$ cat config.mk
export PLATFORM = sky130hd
export DESIGN_NAME = fp32_pair_feeder
export DESIGN_NICKNAME = d
export VERILOG_FILES = /design/src/rtl/fp32_pair_feeder.sv
export SDC_FILE = /design/constraint.sdc
export NUM_CORES = 1
export LEC_CHECK = 0
export CORE_UTILIZATION = 50
export DETAILED_ROUTE_END_ITERATION = 16
export HOLD_SLACK_MARGIN = 0.1
export PLACE_DENSITY = 0.7
export SLEW_MARGIN = 30
export SYNTH_ARGS = -nofsm -noshare
export SYNTH_HDL_FRONTEND = slang
export SYNTH_SLANG_ARGS = --single-unit
$ cat constraint.sdc
create_clock -name s_clk -period 6.07 [get_ports s_clk]
set_input_delay 1.214 -clock s_clk [delete_from_list [all_inputs] [get_ports s_clk]]
set_output_delay 1.214 -clock s_clk [all_outputs]
set_load 0.03 [all_outputs]
$ cat src/rtl/fp32_pair_feeder.sv
// Operand sequencer for the pipelined fp32 adder: buffers a framed word stream and issues word pairs.
// Optional FEEDER_DENORM_FLUSH_EN flushes popped denormals to signed zero.
module fp32_pair_feeder #(
  parameter int DEPTH = 8,
  parameter int CNT_W = 16
) (
  input  logic                     s_clk,
  input  logic                     s_rst,
  input  logic                     i_valid,
  output logic                     o_ready,
  input  logic [31:0]              i_data,
  input  logic                     i_last,
  input  logic                     i_stall,
  output logic                     o_data_valid,
  output logic [31:0]              o_data1,
  output logic [31:0]              o_data2,
  output logic                     o_pair_last,
  output logic [CNT_W-1:0]         o_frame_pairs,
  output logic [$clog2(DEPTH):0]   o_level
);

  localparam int AW = $clog2(DEPTH);
  localparam logic [AW:0]      LVL_FULL = (AW+1)'(DEPTH);
  localparam logic [AW:0]      LVL_ONE  = (AW+1)'(1);
  localparam logic [AW-1:0]    PTR_ONE  = AW'(1);
  localparam logic [CNT_W-1:0] CNT_ONE  = CNT_W'(1);
  localparam logic [CNT_W-1:0] CNT_MAX  = {CNT_W{1'b1}};
  localparam logic [0:0]       S_EMPTY  = 1'b0;
  localparam logic [0:0]       S_HOLD   = 1'b1;

  logic [32:0]      mem [DEPTH];
  logic [AW-1:0]    wr_ptr;
  logic [AW-1:0]    rd_ptr;
  logic             push;
  logic             pop;
  logic [32:0]      head;
  logic [31:0]      pop_word;
  logic             pop_last;
  logic [0:0]       state;
  logic [0:0]       next_state;
  logic [31:0]      hold;
  logic             load_hold;
  logic             issue;
  logic [31:0]      iss_d1;
  logic [31:0]      iss_d2;
  logic             iss_last;
  logic [CNT_W-1:0] pair_cnt;
  logic [CNT_W-1:0] cnt_inc;

  function automatic logic [31:0] flush_denorm(input logic [31:0] w);
`ifdef FEEDER_DENORM_FLUSH_EN
    if (w[30:23] == 8'h00) begin
      flush_denorm = {w[31], 31'h0};
    end else begin
      flush_denorm = w;
    end
`else
    flush_denorm = w;
`endif
  endfunction

  // FIFO handshake, head decode and pairing decisions
  always_comb begin
    o_ready    = ~s_rst & (o_level != LVL_FULL);
    push       = i_valid & o_ready;
    pop        = (o_level != '0) & ~i_stall;
    head       = mem[rd_ptr];
    pop_word   = flush_denorm(head[31:0]);
    pop_last   = head[32];
    cnt_inc    = (pair_cnt == CNT_MAX) ? pair_cnt : pair_cnt + CNT_ONE;
    next_state = state;
    load_hold  = 1'b0;
    issue      = 1'b0;
    iss_d1     = hold;
    iss_d2     = pop_word;
    iss_last   = pop_last;
    case (state)
      S_EMPTY: begin
        if (pop && pop_last) begin
          // lone trailing word is padded with +0.0
          issue  = 1'b1;
          iss_d1 = pop_word;
          iss_d2 = 32'h0000_0000;
        end else if (pop) begin
          load_hold  = 1'b1;
          next_state = S_HOLD;
        end else begin
          next_state = S_EMPTY;
        end
      end
      S_HOLD: begin
        if (pop) begin
          issue      = 1'b1;
          next_state = S_EMPTY;
        end else begin
          next_state = S_HOLD;
        end
      end
      default: begin
        next_state = S_EMPTY;
      end
    endcase
  end

  // FIFO storage, written only on accepted words
  always_ff @(posedge s_clk) begin
    if (push) begin
      mem[wr_ptr] <= {i_last, i_data};
    end
  end

  // FIFO pointers and occupancy
  always_ff @(posedge s_clk or posedge s_rst) begin
    if (s_rst) begin
      wr_ptr  <= '0;
      rd_ptr  <= '0;
      o_level <= '0;
    end else begin
      if (push) begin
        wr_ptr <= wr_ptr + PTR_ONE;
      end
      if (pop) begin
        rd_ptr <= rd_ptr + PTR_ONE;
      end
      case ({push, pop})
        2'b10:   o_level <= o_level + LVL_ONE;
        2'b01:   o_level <= o_level - LVL_ONE;
        default: o_level <= o_level;
      endcase
    end
  end

  // pairing state, issue registers and per-frame pair counter
  always_ff @(posedge s_clk or posedge s_rst) begin
    if (s_rst) begin
      state         <= S_EMPTY;
      hold          <= 32'h0000_0000;
      o_data_valid  <= 1'b0;
      o_data1       <= 32'h0000_0000;
      o_data2       <= 32'h0000_0000;
      o_pair_last   <= 1'b0;
      o_frame_pairs <= '0;
      pair_cnt      <= '0;
    end else begin
      state        <= next_state;
      o_data_valid <= issue;
      if (load_hold) begin
        hold <= pop_word;
      end
      if (issue) begin
        o_data1     <= iss_d1;
        o_data2     <= iss_d2;
        o_pair_last <= iss_last;
        if (iss_last) begin
          o_frame_pairs <= cnt_inc;
          pair_cnt      <= '0;
        end else begin
          pair_cnt <= cnt_inc;
        end
      end
    end
  end

endmodule

### After elaboration in Yosys (flattened, before gate mapping)

Memory sizes are Yosys's and may differ from the RTL's.
Cells that the tools add are included.

| cells by class | value |
|---|---|
| eq/ne operators | 4 |
| multiplexer cells | 16 |
| add/sub/neg operators | 5 |
| reduce and logical (&&, ||, !) cells | 4 |
| bitwise logic cells | 6 |

Operators with widths:

| operator | number |
|---|---|
| 32-bit 2-to-1 mux | 4 |
| 16-bit 2-to-1 mux | 2 |
| 16-bit by 1-bit adder with 16-bit output, second input constant | 1 |
| 16-bit == test, second input constant | 1 |
| 4-bit one-hot mux with 2 select lines | 1 |
| 1-bit 2-to-1 mux | 7 |
| 3-bit by 1-bit adder with 3-bit output, second input constant | 2 |
| 4-bit by 1-bit adder with 4-bit output, second input constant | 1 |
| 4-bit inequality test, second input constant | 1 |
| 1-bit one-hot mux with 2 select lines | 2 |
| 4-bit nonzero test | 1 |
| 4-bit by 1-bit subtractor with 4-bit output, second input constant | 1 |
| 1-bit bitwise AND | 3 |
| 1-bit NOT | 3 |
| 2-bit by 1-bit == test with 1-bit output, second input constant | 1 |
| 2-bit == test, second input constant | 1 |
| 2-bit AND reduction | 1 |
| 2-bit nonzero test | 1 |
| 1-bit logical AND | 1 |

| word-level totals | value |
|---|---|
| flip-flop bits (word level) | 141 |
| memory bits (writable) | 264 |
| memories kept | 1 |
| input port bits | 37 |
| word-level logic and storage cells | 47 |
| output and inout bits | 87 |

Memory list:

| name | depth | width | read ports | clocked after Yosys merged registers in | write ports | line | source |
|---|---|---|---|---|---|---|---|
| mem | 8 | 33 | 1 | 0 | 1 | 31 | `logic [32:0] mem [DEPTH];` |

### Depth between registers and ports, before layout

Gate-level depths: netlist of the first run.

| depth | value |
|---|---|
| depth in word-level cells | 6 |
| mapped depth | 13 |
| mapped depth without buffers | 11 |

### Worst setup path after synthesis of the first run

Ideal clock, no wire load.

| timing path | value |
|---|---|
| path type | input to register |
| from | in s_rst |
| to | mem mem[0][0], enable pin |
| library setup time | 464 ps |
| buffers on the path | 1 |
| path slack | 1,050 ps |
| stages on the path | 5 |
| data required time | 5,606 ps |
| arrival | 4,556 ps |
| cell sequence | a21oi_1 > and2_1 > clkbuf_1 > nand2b_1 > nor3_1 |

| on the way | value |
|---|---|
| cells in the longest elaborated chain, start to end | 5 |

Ends and longest elaborated chain:

| item | line | source |
|---|---|---|
| start: declaration | 8 | `input logic s_rst,` |
| 1-bit NOT | 64 | `o_ready = ~s_rst & (o_level != LVL_FULL);` |
| 1-bit bitwise AND | 64 |  |
| 1-bit bitwise AND | 65 | `push = i_valid & o_ready;` |
| 1-bit 2-to-1 mux | 107 | `if (push) begin` |
| 1-bit 2-to-1 mux (not written as such) | 108 | `mem[wr_ptr] <= {i_last, i_data};` |
| end: declaration | 31 |  |

Every way passes these cells.

### Final worst setup path of the first run

| timing path | value |
|---|---|
| from | in s_rst |
| to | out o_ready |

| on the way | value |
|---|---|
| cells in the longest elaborated chain, start to end | 2 |

Ends and longest elaborated chain:

| item | line | source |
|---|---|---|
| 1-bit NOT | 64 |  |
| 1-bit bitwise AND | 64 |  |
| end: declaration | 10 | `output logic o_ready,` |

Every way passes these cells.

==> reports/metrics.yaml, run 1 <==
die_y_um: 180.4
ys_types: 54
synth.area.top_cells: "edfxtp_1, dfrtp_1, mux4_2"
viasPerCell: 5.816
synth_top_cell_by_area: "edfxtp_1"
clock.fmax_mhz: 263.3
synth_edf_count: 264
relSlewSlack_pct: 37.26
post_cts_buffers: 0
leakage_nw: 6.673
final_cells: 1507
seq_power_share_pct: 40.4
layout_commonest_cell: "edfxtp_1"
ys_ff_latch: 405
ys.warnings.count: 0
ys_async_sr_fraction_pct: 34.81
clkTransAtPathRegs_ns: 0.06
postCtsResizedCells: 0
final_net_count: 1125
syn_inst: 958
rsz0062_at_grt: "no"
core-area_mm2: 0.03099
layout_setup_ws_ns: 2.272
num_vias: 8765
grt_pass1_vias: 8757
worstSetupPathType: "in2out"
hp-class: "reg2reg"
synth.cell_area_mm2: 0.01592
numCtsBuffers: 41
tns_ns: 0
cts_tree: "built"
mostFrequentLayoutCells: "edfxtp_1, dfrtp_1, clkdlybuf4s50_1"
vdd_drop_max_v: 0.0002797
internal-power_mw: 6.323
wl_per_cell_um: 21.69
final_antenna_net_count: 0
first_iter_violations: 773
switching_share_pct: 33.66
worstSetupStartpointType: "input port"
area_growth_pct: 18.75
synth_top_area_share_pct: 49.80
combPwrFrac_pct: 33.9
slew_violations: 0
crit_required_ns: 4.86
cts_hold_buf: 0
worst_pin_slew_ns: 0.9410
start_util_pct: 51.37
die_area_mm2: 0.03256
status: "finished clean"
cts_buffer_depth: 3
portBuffers: 123
hpwl_um: 19910
synth_ff_type: "edfxtp_1"
overflow: 0
antenna_found_initial: 3
min_period_ns: 3.798
seq_area_frac_synth_pct: 71.96
grt_max_degree: 93
cts.htree.levels: 2
cp_max_fo: 2
dpl.cell_count: 1435
syn-num-nets: 1001
firstDrtPassIters: 5
drive_gt1_share_pct: 17.85
finalSetupViolCount: 0
dieWidth_um: 180.4
cp.arrival_ns: 2.58
dpl_worst_slack_ns: 2.113
insertion_delay_ns: 0.53
maxCapViolCount: 0
drc_errors: 0
routed_wl_um: 32690
row_count: 64
pin_count: 124
clockPowerShare_pct: 25.7
cp-end-kind: "output pin"
cts-root-buf: "clkbuf_16"
grt.total_usage_pct: 20.57
fin_crit_sh_pct: 62.57
hold_viol: 0
post-route-util_pct: 61.00
p_per_area_mw_per_mm2: 504.3
cts_sinks: 405
p_sw_mw: 3.209
skew_ns: 0.01830
place_congestion: 0.8637
grt_pass1_wl_um: 51670
avgSynthCellArea_um2: 16.62
==> final cells by class <==
class | instances | area, um2
multi-input cells | 483 | 4210
clock buffers | 53 | 1111
repair buffers | 141 | 1379
well taps | 396 | 495.5
inverters | 10 | 42.54
diodes | 2 | 5.005
fillers | 2225 | 12090
flip-flops and latches | 405 | 11460
clock inverters | 17 | 197.7
==> stage by stage <==
step	cell area, um2	hold slack (ns)	total power [mW]
global placement	17580	0.4624	7.097
floorplan	15920	0.4805	6.038
global route	18900	0.5020	9.986
CTS	18890	0.4822	9.622
detailed placement	17580	0.4701	7.156
finish	18900	0.4757	9.532
==> final timing paths <==
| path | start | endpoint | slack, ns | cells after the start |
|---|---|---|---|---|
| worst max-delay path | s_rst | o_ready | 2.27 | 3 |
| worst min-delay path | o_frame_pairs[10]$_DFFE_PP0P_ | o_frame_pairs[10]$_DFFE_PP0P_ | 0.48 | 2 |
| worst max register to register | rd_ptr[0]$_DFFE_PP0P_ | hold[4]$_DFFE_PP0P_ | 2.50 | 5 |
| worst min register to register | o_frame_pairs[10]$_DFFE_PP0P_ | o_frame_pairs[10]$_DFFE_PP0P_ | 0.48 | 2 |
| max in group asynchronous | s_rst | o_data2[17]$_DFFE_PP0P_ | 3.61 | 3 |
| min in group asynchronous | s_rst | o_level[0]$_DFFE_PP0P_ | 1.24 | 2 |
==> power groups by stage <==
stage	Sequential, mW	Clock (mW)	Combinational, mW
detailed placement	3.90	0	3.25
finish	3.85	2.45	3.23
global route	3.91	2.59	3.48
global placement	3.89	0	3.21
floorplan	4.16	0	1.87
CTS	3.85	2.50	3.27
==> metal layers <==
metal / vias to the layer above / global-route usage [%] / part of all wire, % / routed length, um
met1: 4491 / 29.54 / 45 / 14580
li1: 3971 / - / - / -
met3: 53 / 3.496 / 5.2 / 1714
met2: 250 / 32.90 / 48 / 15770
met4: 0 / 5.402 / 1.9 / 624
met5: - / 0 / 0 / 0
==> registers in the layout, indices dropped and copies added, names as in the netlist <==
signal and flops:
wr_ptr 3, o_frame_pairs 16, rd_ptr 3, hold 32, o_data_valid 1, o_data2 32
o_pair_last 1, o_data1 32, state 1, pair_cnt 16, mem 264, o_level 4
==> worst max-delay path, stage by stage <==
cell and delay (ns):
clkdlybuf4s50_1 0.49, a21oi_1 0.18, clkdlybuf4s50_1 0.70
==> Yosys cell counts (9+ instances only) <==
master      n
dfrtp_1   141
o22ai_1    33
nand4_1     9
mux4_2     65
nand3_1    22
buf_2      25
nand2_1    63
a22o_1     17
o21ai_0    32
nor2_1     39
o211ai_1   16
clkbuf_1   24
a21oi_1    50
xnor2_1    12
mux2_2     36
mux2i_1    16
edfxtp_1  264
==> cell families (layout without fill, tap and decap cells) <==
family | count (synthesis) | in the layout | synth area share (%)
AO/OA/AOI/OAI | 170 | 170 | 6.595
XOR/XNOR | 20 | 20 | 1.100
adder cells (fa/ha/maj) | 6 | 6 | 0.4716
buffers and inverters | 70 | 221 | 2.059
flip-flops | 405 | 405 | 71.96
multiplexers | 119 | 119 | 12.89
other | 0 | 2 | 0
AND/OR/NAND/NOR | 168 | 168 | 4.920
Note: power is estimated with default switching activity, not from simulation.
==> run 2: changes to the inputs <==
==> constraint.sdc (replaced) <==
create_clock -name s_clk -period 3.9 [get_ports s_clk]
set_input_delay 0.78 -clock s_clk [delete_from_list [all_inputs] [get_ports s_clk]]
set_output_delay 0.78 -clock s_clk [all_outputs]
set_load 0.03 [all_outputs]
==> run 2 against run 1 <==
Net effect:
- non-clock buffer count rose by 12
- critical path depth rose by 7
- largest cell class unchanged
- critical endpoint is now o_level[2]$_DFFE_PP0P_
- total power rose by 56%
- clock skew fell by 0.0073 ns
- combinational power rose by 63%
- cell count rose by 1.0%
==> reports/metrics.yaml, run 2 (same netlist as run 1, synthesis figures left out) <==
drive_gt1_share_pct: 18.58
insertion_delay_ns: 0.53
r2r_start: "o_level[1]$_DFFE_PP0P_"
finalSetupViolCount: 0
hpwl_um: 19900
hold_viol: 0
cp_max_fo: 9
crit_family: "simple AND/OR/NAND/NOR gates"
worstHoldEndpoint: "o_frame_pairs[2]$_DFFE_PP0P_"
combPwrFrac_pct: 35.2
post_cts_buffers: 0
place_congestion: 0.8818
largest_reg_flops: 264
numCtsBuffers: 40
min_from: "o_frame_pairs[2]$_DFFE_PP0P_"
crit_path_top_delay_cell: "nor4_1"
seq_power_share_pct: 39.7
tns_ns: 0
switching_share_pct: 33.86
wl_per_cell_um: 21.57
cp.arrival_ns: 3.41
die_y_um: 180.4
overflow: 0
clockPowerShare_pct: 25.0
first_iter_violations: 680
die_area_mm2: 0.03256
regMostFlops: "mem"
rrSetupSlack_ns: 0.89
dieWidth_um: 180.4
min_delay_path_depth: 1
maxCapViolCount: 0
vdd_drop_max_v: 0.0004023
row_count: 64
internal-power_mw: 9.863
layout_setup_ws_ns: 0.8890
final_net_count: 1136
crit_top_cell: "xor2_1"
mostFrequentLayoutCells: "edfxtp_1, dfrtp_1, clkdlybuf4s50_1"
grt_max_degree: 56
cp_num_buf_inv: 1
cts.htree.levels: 2
min_period_ns: 3.011
cts_buffer_depth: 3
area_growth_pct: 19.63
portBuffers: 123
grt.total_usage_pct: 20.55
leakage_nw: 6.760
dpl_worst_slack_ns: 0.7905
skew_ns: 0.01096
firstDrtPassIters: 5
status: "finished clean"
viasPerCell: 5.802
crit_required_ns: 4.30
cp-end-kind: "flop"
relSlewSlack_pct: 39.01
place_area_mm2: 0.01772
clkTransAtPathRegs_ns: 0.06
cts-root-buf: "clkbuf_16"
cts_sinks: 405
hp-class: "reg2reg"
slowest_delay_ns: 0.65
clock.fmax_mhz: 332.1
worstSetupPathType: "reg2reg"
reg2reg_depth: 10
p_sw_mw: 5.050
grt_pass1_vias: 8860
core-area_mm2: 0.03099
cts_hold_buf: 0
r2r-end: "o_level[2]$_DFFE_PP0P_"
cts_tree: "built"
worst_pin_slew_ns: 0.9115
total_power_mw: 14.91
slew_violations: 0
worstSetupStartpointType: "flop"
cp_num_cells: 10
pin_count: 124
final_antenna_net_count: 0
postCtsResizedCells: 0
rsz0062_at_grt: "no"
start_util_pct: 51.37
post-route-util_pct: 61.45
fin_crit_sh_pct: 77.21
layout_commonest_cell: "edfxtp_1"
dpl.cell_count: 1446
p_per_area_mw_per_mm2: 783.1
stdcell_area_mm2: 0.01904
drc_errors: 0
antenna_found_initial: 2
num_vias: 8830
crit_chain: "nor4_1, or2_2, clkinv_1, ha_1, xor2_1, ha_1, a21oi_1, xor2_1, nor2_1, xor2_1"
final_cells: 1522
routed_wl_um: 32840
whs_ns: 0.4790
grt_pass1_wl_um: 51280
[run 2: cell count changes in the layout (fill, tap and decap cells not counted), sizes merged]
cell      before  now
diode          2    1
bufinv         4    3
buf           18   30
clkinv         9   15
clkinvlp       3    1
clkbuf        53   55
inv           11   10
[run 2: layer usage]
| metal | global-route usage (%) | vias to the layer above | part of all wire [%] |
|---|---|---|---|
| met5 | 0 | - | 0.030 |
| met4 | 5.436 | 2 | 1.6 |
| met3 | 3.577 | 40 | 5.3 |
| met2 | 32.96 | 244 | 48 |
| met1 | 29.33 | 4538 | 45 |
| li1 | - | 4006 | - |
[run 2: cell type report]
class                   instances  area [um2]
clock inverters                19       175.2
well taps                     396       495.5
clock buffers                  55        1112
fillers                      2259       11950
repair buffers                153        1538
multi-input cells             483        4217
diodes                          1       2.502
flip-flops and latches        405       11460
inverters                      10       41.29
[run 2: worst max-delay path by stage]
stage	start	end	slack, ns
after floorplan	o_level[1]$_DFFE_PP0P_	mem[6][0]$_DFFE_PP_	0.1
after global placement	i_stall	o_level[2]$_DFFE_PP0P_	0.81
after detailed placement	i_stall	o_level[2]$_DFFE_PP0P_	0.79
after CTS	o_level[0]$_DFFE_PP0P_	o_level[2]$_DFFE_PP0P_	0.92
after global routing	o_level[1]$_DFFE_PP0P_	o_level[2]$_DFFE_PP0P_	0.64
final	o_level[1]$_DFFE_PP0P_	o_level[2]$_DFFE_PP0P_	0.89
[run 2: power groups by stage]
stage	Clock [mW]	Sequential, mW	Combinational [mW]
detailed placement	0	6.00	5.28
floorplan	0	6.48	2.92
finish	3.74	5.92	5.26
global route	3.97	6.02	5.61
CTS	3.80	5.93	5.30
global placement	0	5.97	5.18
==> run 3: changes to the inputs <==
==> constraint.sdc (replaced) <==
create_clock -name s_clk -period 3.2 [get_ports s_clk]
set_input_delay 0.64 -clock s_clk [delete_from_list [all_inputs] [get_ports s_clk]]
set_output_delay 0.64 -clock s_clk [all_outputs]
set_load 0.03 [all_outputs]
==> run 3 against run 2 <==
Net effect:
- sequential share of layout area fell by 0.70 points
- cell count rose by 0.59%
- largest cell class unchanged
- routed wire length rose by 1.5%
==> reports/metrics.yaml, run 3 (same netlist as run 1, synthesis figures left out) <==
status: "finished clean"
overflow: 0
place_area_mm2: 0.01791
area_growth_pct: 21.03
p_per_area_mw_per_mm2: 957.5
postCtsResizedCells: 0
cp.arrival_ns: 3.18
worstSetupPathType: "reg2reg"
switching_share_pct: 33.61
cp_num_buf_inv: 1
grt_pass1_wl_um: 53270
cp_max_fo: 8
worst_pin_slew_ns: 0.8238
cts-root-buf: "clkbuf_16"
grt.total_usage_pct: 21.31
min_period_ns: 2.772
internal-power_mw: 12.25
cts_tree: "built"
worstSetupStartpointType: "flop"
antenna_found_initial: 1
place_congestion: 0.8197
drive_gt1_share_pct: 19.58
grt_max_degree: 56
maxCapViolCount: 0
dieWidth_um: 180.4
clockPowerShare_pct: 26.0
drc_errors: 0
viasPerCell: 5.850
firstDrtPassIters: 4
min_from: "o_frame_pairs[7]$_DFFE_PP0P_"
slew_violations: 0
cp-end-kind: "flop"
final_antenna_net_count: 0
wl_per_cell_um: 21.78
hp-class: "reg2reg"
row_count: 64
num_vias: 8956
clock.fmax_mhz: 360.7
tns_ns: 0
slowest_delay_ns: 0.63
layout_setup_ws_ns: 0.4276
largest_reg_flops: 264
portBuffers: 123
seq_power_share_pct: 39.0
min_delay_path_depth: 2
p_sw_mw: 6.201
dpl_worst_slack_ns: 0.2611
vdd_drop_max_v: 0.0004293
crit_required_ns: 3.61
r2r-end: "o_level[2]$_DFFE_PP0P_"
cts.htree.levels: 2
reg2reg_depth: 10
cts_sinks: 405
first_iter_violations: 803
numCtsBuffers: 41
die_y_um: 180.4
insertion_delay_ns: 0.53
worstHoldEndpoint: "o_frame_pairs[7]$_DFFE_PP0P_"
r2r_start: "o_level[0]$_DFFE_PP0P_"
mostFrequentLayoutCells: "edfxtp_1, dfrtp_1, clkdlybuf4s50_1"
rrSetupSlack_ns: 0.43
finalSetupViolCount: 0
fin_crit_sh_pct: 86.64
crit_path_top_delay_cell: "nor4_1"
combPwrFrac_pct: 35.0
grt_pass1_vias: 9188
crit_top_cell: "xor2_1"
skew_ns: 0.01759
hpwl_um: 20620
hold_viol: 0
crit_family: "simple AND/OR/NAND/NOR gates"
regMostFlops: "mem"
relSlewSlack_pct: 44.57
start_util_pct: 51.37
cts_buffer_depth: 3
cts_hold_buf: 0
pin_count: 124
final_net_count: 1147
routed_wl_um: 33340
clkTransAtPathRegs_ns: 0.06
layout_commonest_cell: "edfxtp_1"
stdcell_area_mm2: 0.01927
core-area_mm2: 0.03099
die_area_mm2: 0.03256
leakage_nw: 6.846
crit_chain: "nor4_1, or2_2, clkinv_1, ha_1, xor2_1, ha_1, a21oi_1, xor2_1, nor2_1, xor2_1"
rsz0062_at_grt: "no"
post_cts_buffers: 0
post-route-util_pct: 62.17
## run 3: cell count changes in the layout (fill, tap and decap cells not counted), moves of 2 or more
| cell | previous run | this run |
|---|---|---|
| buf_12 | 3 | 13 |
| clkbuf_16 | 41 | 43 |
| buf_4 | 24 | 27 |
| clkbuf_8 | 3 | 0 |
| clkbuf_1 | 10 | 7 |
| clkinvlp_4 | 1 | 3 |
| bufinv_16 | 3 | 5 |
| buf_16 | 2 | 0 |
## run 3: how the worst max path moves through the flow
stage / startpoint / endpoint / slack, ns / cells after the start
finish: o_level[0]$_DFFE_PP0P_ / o_level[2]$_DFFE_PP0P_ / 0.43 / 10
global placement: s_rst / o_level[2]$_DFFE_PP0P_ / 0.29 / 11
detailed placement: s_rst / o_level[2]$_DFFE_PP0P_ / 0.26 / 11
global route: o_level[0]$_DFFE_PP0P_ / o_level[2]$_DFFE_PP0P_ / 0.27 / 10
CTS: o_level[0]$_DFFE_PP0P_ / o_level[2]$_DFFE_PP0P_ / 0.44 / 10
floorplan: o_level[1]$_DFFE_PP0P_ / mem[6][0]$_DFFE_PP_ / -0.43 / 7
## run 3: per-stage QoR
step	instances	power, mW	hold slack [ns]
after floorplan	958	11.47	0.4805
after global placement	1457	13.66	0.4596
after detailed placement	1457	13.77	0.4693
after CTS	1530	18.59	0.4822
after global routing	1530	19.33	0.4975
final	1531	18.45	0.4781
## run 3: power by group through the flow
stage,Sequential [mW],Combinational (mW),Clock (mW)
4_1_cts,7.20,6.52,4.88
3_5_place_dp,7.29,6.49,0
5_1_grt,7.30,6.95,5.09
6_report,7.20,6.46,4.79
2_1_floorplan,7.90,3.56,0
3_3_place_gp,7.26,6.40,0
## run 3: routing by layer
layer,up-vias,GRT usage [%],wire [um]
li1,4030,-,-
met1,4599,29.32,14390
met2,291,35.32,16460
met3,36,4.204,2036
met4,0,4.957,465
met5,-,0,0
## run 3: layout make-up
cell class	count	area (um2)
fill	2193	11720
clock inverter	23	255.2
sequential	405	11460
tap	396	495.5
antenna	1	2.502
timing repair buffer	163	1694
inverter	10	41.29
clock buffer	50	1102
multi-input combinational	483	4214
## run 3: tightest hold or removal path, stage by stage (launching register included)
cell	delay (ns)
dfrtp_1	0.34
nand2_1	0.05
o21ai_0	0.06
